--- src/rtl/exu_cdb_obuf_pkg.sv ---
// Shared execution-unit package: default tag/id widths and the result entry
// that an execution unit hands to the common data bus.
package exu_cdb_obuf_pkg;

    localparam int EXU_TAG_W  = 7;
    localparam int EXU_ID_W   = 6;
    localparam int EXU_DATA_W = 32;

    // Result entry at the default widths; parameterised users build the same
    // layout locally from their own TAG_W/ID_W.
    typedef struct packed {
        logic [EXU_TAG_W-1:0]  tag;
        logic [EXU_DATA_W-1:0] wdata;
        logic [EXU_ID_W-1:0]   inst_id;
    } res_entry_t;

    // True when n is a power of two and at least 2 (legal buffer depth).
    function automatic logic is_pow2_depth(input int n);
        return (n >= 2) && ((n & (n - 1)) == 0);
    endfunction

endpackage

--- src/rtl/exu2cdb_itf.sv ---
// Execution-unit to CDB-arbiter handshake. The transmitter raises req from
// registered state; the arbiter answers with rdy, which may depend on req.
interface exu2cdb_itf #(
    parameter int TAG_W = exu_cdb_obuf_pkg::EXU_TAG_W,
    parameter int ID_W  = exu_cdb_obuf_pkg::EXU_ID_W
);
    logic             req;
    logic             rdy;
    logic [TAG_W-1:0] tag;
    logic [31:0]      wdata;
    logic [ID_W-1:0]  inst_id;

    modport exu (output req, output tag, output wdata, output inst_id, input rdy);
    modport cdb (input req, input tag, input wdata, input inst_id, output rdy);
endinterface

--- src/rtl/exu_cdb_obuf_sync_fifo.sv ---
// Generic synchronous FIFO storage: entry array plus wrapping read/write
// pointers. Occupancy and handshake policy belong to the wrapper; push and pop
// must only be asserted when legal. clr squashes the pointers like reset.
module sync_fifo #(
    parameter type T     = logic,
    parameter int  DEPTH = 4
) (
    input  logic clk,
    input  logic rst,
    input  logic clr,
    input  logic push,
    input  logic pop,
    input  T     din,
    output T     dout
);

    localparam int PTR_W = $clog2(DEPTH);

    logic [PTR_W-1:0] wr_ptr_r;
    logic [PTR_W-1:0] rd_ptr_r;
    T                 mem_r [DEPTH];

    // Pointer update; pointers wrap naturally modulo DEPTH (power of two).
    always_ff @(posedge clk) begin
        if (rst || clr) begin
            wr_ptr_r <= '0;
            rd_ptr_r <= '0;
        end else begin
            if (push) begin
                wr_ptr_r <= wr_ptr_r + PTR_W'(1);
            end
            if (pop) begin
                rd_ptr_r <= rd_ptr_r + PTR_W'(1);
            end
        end
    end

    // Entry storage: plain registers, no reset needed since occupancy gates use.
    always_ff @(posedge clk) begin
        if (push && !clr) begin
            mem_r[wr_ptr_r] <= din;
        end
    end

    assign dout = mem_r[rd_ptr_r];

endmodule

--- src/rtl/exu_cdb_obuf.sv ---
// Execution-unit result buffer in front of the CDB arbiter. Results are queued
// in order and offered on the CDB; req and res_rdy come purely from registered
// occupancy so neither side sees a combinational path from the other.
module exu_cdb_obuf
    import exu_cdb_obuf_pkg::*;
#(
    parameter int DEPTH = 4,
    parameter int TAG_W = EXU_TAG_W,
    parameter int ID_W  = EXU_ID_W
) (
    input  logic                   clk,
    input  logic                   rst,
    input  logic                   flush,
    input  logic                   res_vld,
    output logic                   res_rdy,
    input  logic [TAG_W-1:0]       res_tag,
    input  logic [31:0]            res_wdata,
    input  logic [ID_W-1:0]        res_inst_id,
    exu2cdb_itf.exu                cdb_itf,
    output logic [$clog2(DEPTH):0] occ
);

    localparam int OCC_W = $clog2(DEPTH) + 1;
    localparam logic [OCC_W-1:0] FULL_OCC = OCC_W'(DEPTH);

    // Same layout as the package entry, sized by this instance's parameters.
    typedef struct packed {
        logic [TAG_W-1:0] tag;
        logic [31:0]      wdata;
        logic [ID_W-1:0]  inst_id;
    } entry_t;

    logic [OCC_W-1:0] occ_r;
    logic [OCC_W-1:0] occ_nxt_s;
    logic             push_s;
    logic             pop_s;
    logic             req_s;
    entry_t           din_s;
    entry_t           head_s;

    // Handshake flags are decoded from registered occupancy only. A full buffer
    // refuses a push even if it pops this cycle; the producer simply retries.
    assign res_rdy = (occ_r != FULL_OCC);
    assign req_s   = (occ_r != OCC_W'(0));
    assign push_s  = res_vld && res_rdy && !flush;
    assign pop_s   = req_s && cdb_itf.rdy && !flush;

    assign din_s.tag     = res_tag;
    assign din_s.wdata   = res_wdata;
    assign din_s.inst_id = res_inst_id;

    sync_fifo #(
        .T     (entry_t),
        .DEPTH (DEPTH)
    ) u_fifo (
        .clk  (clk),
        .rst  (rst),
        .clr  (flush),
        .push (push_s),
        .pop  (pop_s),
        .din  (din_s),
        .dout (head_s)
    );

    // Next occupancy: flush wins, otherwise occ + push - pop.
    always_comb begin
        occ_nxt_s = occ_r;
        if (flush) begin
            occ_nxt_s = '0;
        end else begin
            case ({push_s, pop_s})
                2'b10:   occ_nxt_s = occ_r + OCC_W'(1);
                2'b01:   occ_nxt_s = occ_r - OCC_W'(1);
                default: occ_nxt_s = occ_r;
            endcase
        end
    end

    // Occupancy register.
    always_ff @(posedge clk) begin
        if (rst) begin
            occ_r <= '0;
        end else begin
            occ_r <= occ_nxt_s;
        end
    end

    // Head entry is held stable until popped because only a pop moves rd_ptr.
    assign cdb_itf.req     = req_s;
    assign cdb_itf.tag     = head_s.tag;
    assign cdb_itf.wdata   = head_s.wdata;
    assign cdb_itf.inst_id = head_s.inst_id;
    assign occ             = occ_r;

endmodule

--- src/flat_wrapper.sv ---
// flat-port wrapper written by rule: the top's interface ports become plain ports
module exu_cdb_obuf_flat import exu_cdb_obuf_pkg::*;
#(
    parameter int DEPTH = 4,
    parameter int TAG_W = EXU_TAG_W,
    parameter int ID_W  = EXU_ID_W
)
  (clk, rst, flush, res_vld, res_rdy, res_tag, res_wdata, res_inst_id, occ, cdb_itf_req, cdb_itf_tag, cdb_itf_wdata, cdb_itf_inst_id, cdb_itf_rdy);
  exu2cdb_itf #(.TAG_W(TAG_W), .ID_W(ID_W)) cdb_itf_i ();
  input  logic clk;
  input  logic rst;
  input  logic flush;
  input  logic res_vld;
  output logic res_rdy;
  input  logic [TAG_W-1:0] res_tag;
  input  logic [31:0] res_wdata;
  input  logic [ID_W-1:0] res_inst_id;
  output logic [$clog2(DEPTH):0] occ;
  output wire logic [$bits(cdb_itf_i.req)-1:0] cdb_itf_req;
  output wire logic [$bits(cdb_itf_i.tag)-1:0] cdb_itf_tag;
  output wire logic [$bits(cdb_itf_i.wdata)-1:0] cdb_itf_wdata;
  output wire logic [$bits(cdb_itf_i.inst_id)-1:0] cdb_itf_inst_id;
  input wire logic [$bits(cdb_itf_i.rdy)-1:0] cdb_itf_rdy;
  assign cdb_itf_req = cdb_itf_i.req;
  assign cdb_itf_tag = cdb_itf_i.tag;
  assign cdb_itf_wdata = cdb_itf_i.wdata;
  assign cdb_itf_inst_id = cdb_itf_i.inst_id;
  assign cdb_itf_i.rdy = cdb_itf_rdy;
  exu_cdb_obuf #(.DEPTH(DEPTH), .TAG_W(TAG_W), .ID_W(ID_W)) u_core (.clk(clk), .rst(rst), .flush(flush), .res_vld(res_vld), .res_rdy(res_rdy), .res_tag(res_tag), .res_wdata(res_wdata), .res_inst_id(res_inst_id), .cdb_itf(cdb_itf_i), .occ(occ));
endmodule
--- config.mk ---
export PLATFORM = sky130hd
export DESIGN_NAME = exu_cdb_obuf_flat
export DESIGN_NICKNAME = d
export VERILOG_FILES = /design/src/rtl/exu_cdb_obuf_pkg.sv /design/src/rtl/exu2cdb_itf.sv /design/src/rtl/exu_cdb_obuf_sync_fifo.sv /design/src/rtl/exu_cdb_obuf.sv /design/src/flat_wrapper.sv
export SDC_FILE = /design/constraint.sdc
export NUM_CORES = 1
export LEC_CHECK = 0
export ABC_AREA = 1
export BUFFER_PORTS_ARGS = -buffer_cell sky130_fd_sc_hd__buf_4
export CORE_MARGIN = 5
export CORE_UTILIZATION = 34
export DETAILED_ROUTE_END_ITERATION = 12
export GPL_TIMING_DRIVEN = 0
export PLACE_DENSITY = 0.57
export RECOVER_POWER = 25
export SLEW_MARGIN = 10
export SYNTH_ARGS = -nofsm -noshare
export SYNTH_HDL_FRONTEND = slang
export SYNTH_HIERARCHICAL = 1
export SYNTH_SLANG_ARGS = --single-unit
--- constraint.sdc ---
create_clock -name clk -period 3.57 [get_ports clk]
set_clock_uncertainty 0.1 [all_clocks]
set_input_delay 0.357 -clock clk [delete_from_list [all_inputs] [get_ports clk]]
set_output_delay 0.357 -clock clk [all_outputs]
set_load 0.005 [all_outputs]
==> flow_metrics.tcl <==
set metrics [dict create \
    synth_top_area_cell "edfxtp_1" \
    max-vdd-ir-drop_mv 0.249 \
    worst-setup-path-type "flop to flop" \
    grt_pass1_vias 5079 \
    die_area_mm2 0.0269 \
    syn_to_final_growth_pct 22.3 \
    finalSetupTns_ns 0 \
    final_nets 958 \
    cpPeakStageDelay_ns 0.66 \
    status "finished clean" \
    max_slew_margin_pct 44.2 \
    p_per_area_mw_per_mm2 452 \
    fin_crit_ns 2.55 \
    hold_viol 0 \
    ctsResizeCount 0 \
    ys_ff_latch 189 \
    grt_first_pass_wirelength_um 26500 \
    setup_viol 0 \
    numCtsBuffers 17 \
    synth.area.top_cells "edfxtp_1 67%, nand2_1 11%, inv_1 9.0%" \
    antenna_found_initial 0 \
    worst-path-max-fanout 23 \
    core-area_mm2 0.0234 \
    start_util_pct 34.5 \
    drive_gt1_share_pct 16.4 \
    synth_top_area_share_pct 67.0 \
    cts.sinks 189 \
    cts_tree "done" \
    drt_iter0_drc 216 \
    reg2regPathDepth 8 \
    die_y_um 164 \
    grt.total_usage_pct 13.2 \
    cts-root-buf "clkbuf_16" \
    overflow 0 \
    postRouteAntennaNets 0 \
    maxCapViolCount 0 \
    end_kind "flop" \
    num_rows 56 \
    hpwlAfterDp_um 11300 \
    synth_cells 775 \
    report.final.slew_viol_count 0 \
    crit_path_start_kind "flop" \
    clk_pin_slew_ns 0.07 \
    cp_cell_sequence "inv_2, nand3_2, nand3_2, inv_2, inv_1, or2_2, nor2_4, buf_12" \
    drc 0 \
    clock_latency_ns 0.42 \
    rsz0062_at_grt "false" \
    utilization_pct 42.1 \
    wl_per_cell_um 14.0 \
    cp_slowest_cell "nor2_4" \
    yosysUniqueCellTypes 20 \
    cp.required_ns 3.59 \
    vias 5097 \
    place.port_buffers 99 \
    io_pins 100 \
    syn_area_mm2 0.00807 \
    htreeDepth 4 \
    yosysSeqAreaShare_pct 69.3 \
    dieWidth_um 164 \
    max_freq_mhz 392 \
    place.gp.congestion 0.678 \
    timing.critical_path.arrival_ns 2.57 \
    grt_max_degree 24 \
    post-route-period-util_pct 71.5 \
    hold_class "primary input to flop" \
    whs_path_depth 1 \
    yosys_warnings 6 \
    via_per_inst 4.13 \
    diodes 0 \
    cts_buffer_depth 2 \
    worst_pin_slew_ns 0.835 \
    syn_nets 831 \
    dr.pass1.iters 5 \
    avgSynthCellArea_um2 10.4 \
    leakagePower_nw 4.43 \
    wl_um 17200 \
]
==> stage by stage <==
step	cell area (um^2)	setup slack, ns	instances	hold WS, ns	power, mW
floorplan	8070	0.101	775	0.356	2.57
global placement	9210	-1.70	1193	0.396	2.68
detailed placement	9370	0.958	1199	0.396	2.69
CTS	9940	0.957	1231	0.000593	4.52
global route	9860	0.784	1234	0.0129	4.62
finish	9860	1.02	1234	0.0310	4.46
==> power by group <==
group	switching [mW]	internal [mW]
logic	0.0979	0.0742
clock network	0.842	0.986
registers	0.00626	2.45
total	0.947	3.51
==> critical path: cells and delay by family (launching register included) <==
kind / cells / cell delay, ns
buffers and inverters: 4 / 0.49
and+or+nand+nor: 4 / 1.19
DFF: 1 / 0.43
==> layout by cell type (no fill, tap or decap), drive strengths merged <==
| cell | count |
|---|---|
| buf | 104 |
| dlygate4sd3 | 3 |
| o21ai | 5 |
| clkinvlp | 1 |
| a21oi | 2 |
| or2 | 1 |
| dfxtp | 9 |
| inv | 207 |
| nor2 | 16 |
| fa | 1 |
| nand2 | 232 |
| nand3 | 94 |
| clkinv | 6 |
| clkbuf | 46 |
| edfxtp | 180 |
| ha | 5 |
| nor3 | 1 |
| bufinv | 1 |
| nand4 | 1 |
==> cell type report <==
type                       count  area [um^2]
multi-input combinational    358         1580
tap                          319          399
inverter                     200          753
sequential                   189         5590
buffer                        28          178
timing repair buffer         108          792
clock inverter                15          151
fill                        2266        13500
clock buffer                  17          425
==> routing by layer <==
metal  share of wire (%)  GRT usage, %  routed length (um)
met5                   0             0                   0
met4                 1.1          3.85                 191
met3                 4.4          3.39                 753
met2                  53          24.0                9080
met1                  42          15.4                7220
==> synthesized netlist by cell type, drive strengths merged <==
cell type / instances
nand2: 232
inv: 200
edfxtp: 180
nand3: 94
buf: 28
nor2: 16
dfxtp: 9
ha: 5
o21ai: 5
a21oi: 2
fa: 1
nand4: 1
nor3: 1
or2: 1
==> cells by family after synthesis <==
family / share of synthesized area (%)
fa+ha+maj: 1.02
compound gates: 0.434
simple gates: 17.7
buf+inv: 11.5
flops: 69.3
==> registers in the layout (all words and copies together) (netlist names), named ones only <==
name,count
u_core/u_fifo/mem_r,180
u_core/occ,3
u_core/u_fifo/rd_ptr_r,2
u_core/u_fifo/wr_ptr_r,2
==> final timing paths <==
kind                             startpoint                          to  slack [ns]
setup / recovery              u_core/occ[0]   u_core/u_fifo/mem_r[0][3]        1.02
hold / removal                res_wdata[17]  u_core/u_fifo/mem_r[0][23]        0.03
setup reg to reg              u_core/occ[0]   u_core/u_fifo/mem_r[0][3]        1.02
hold reg to reg   u_core/u_fifo/rd_ptr_r[1]   u_core/u_fifo/rd_ptr_r[1]        0.40
==> repair_timing <==
action	in CTS	in global routing
hold endpoints to repair	0	10
setup buffers	0	0
hold buffers	0	3
No activity file was read; power rests on OpenSTA's default activity.
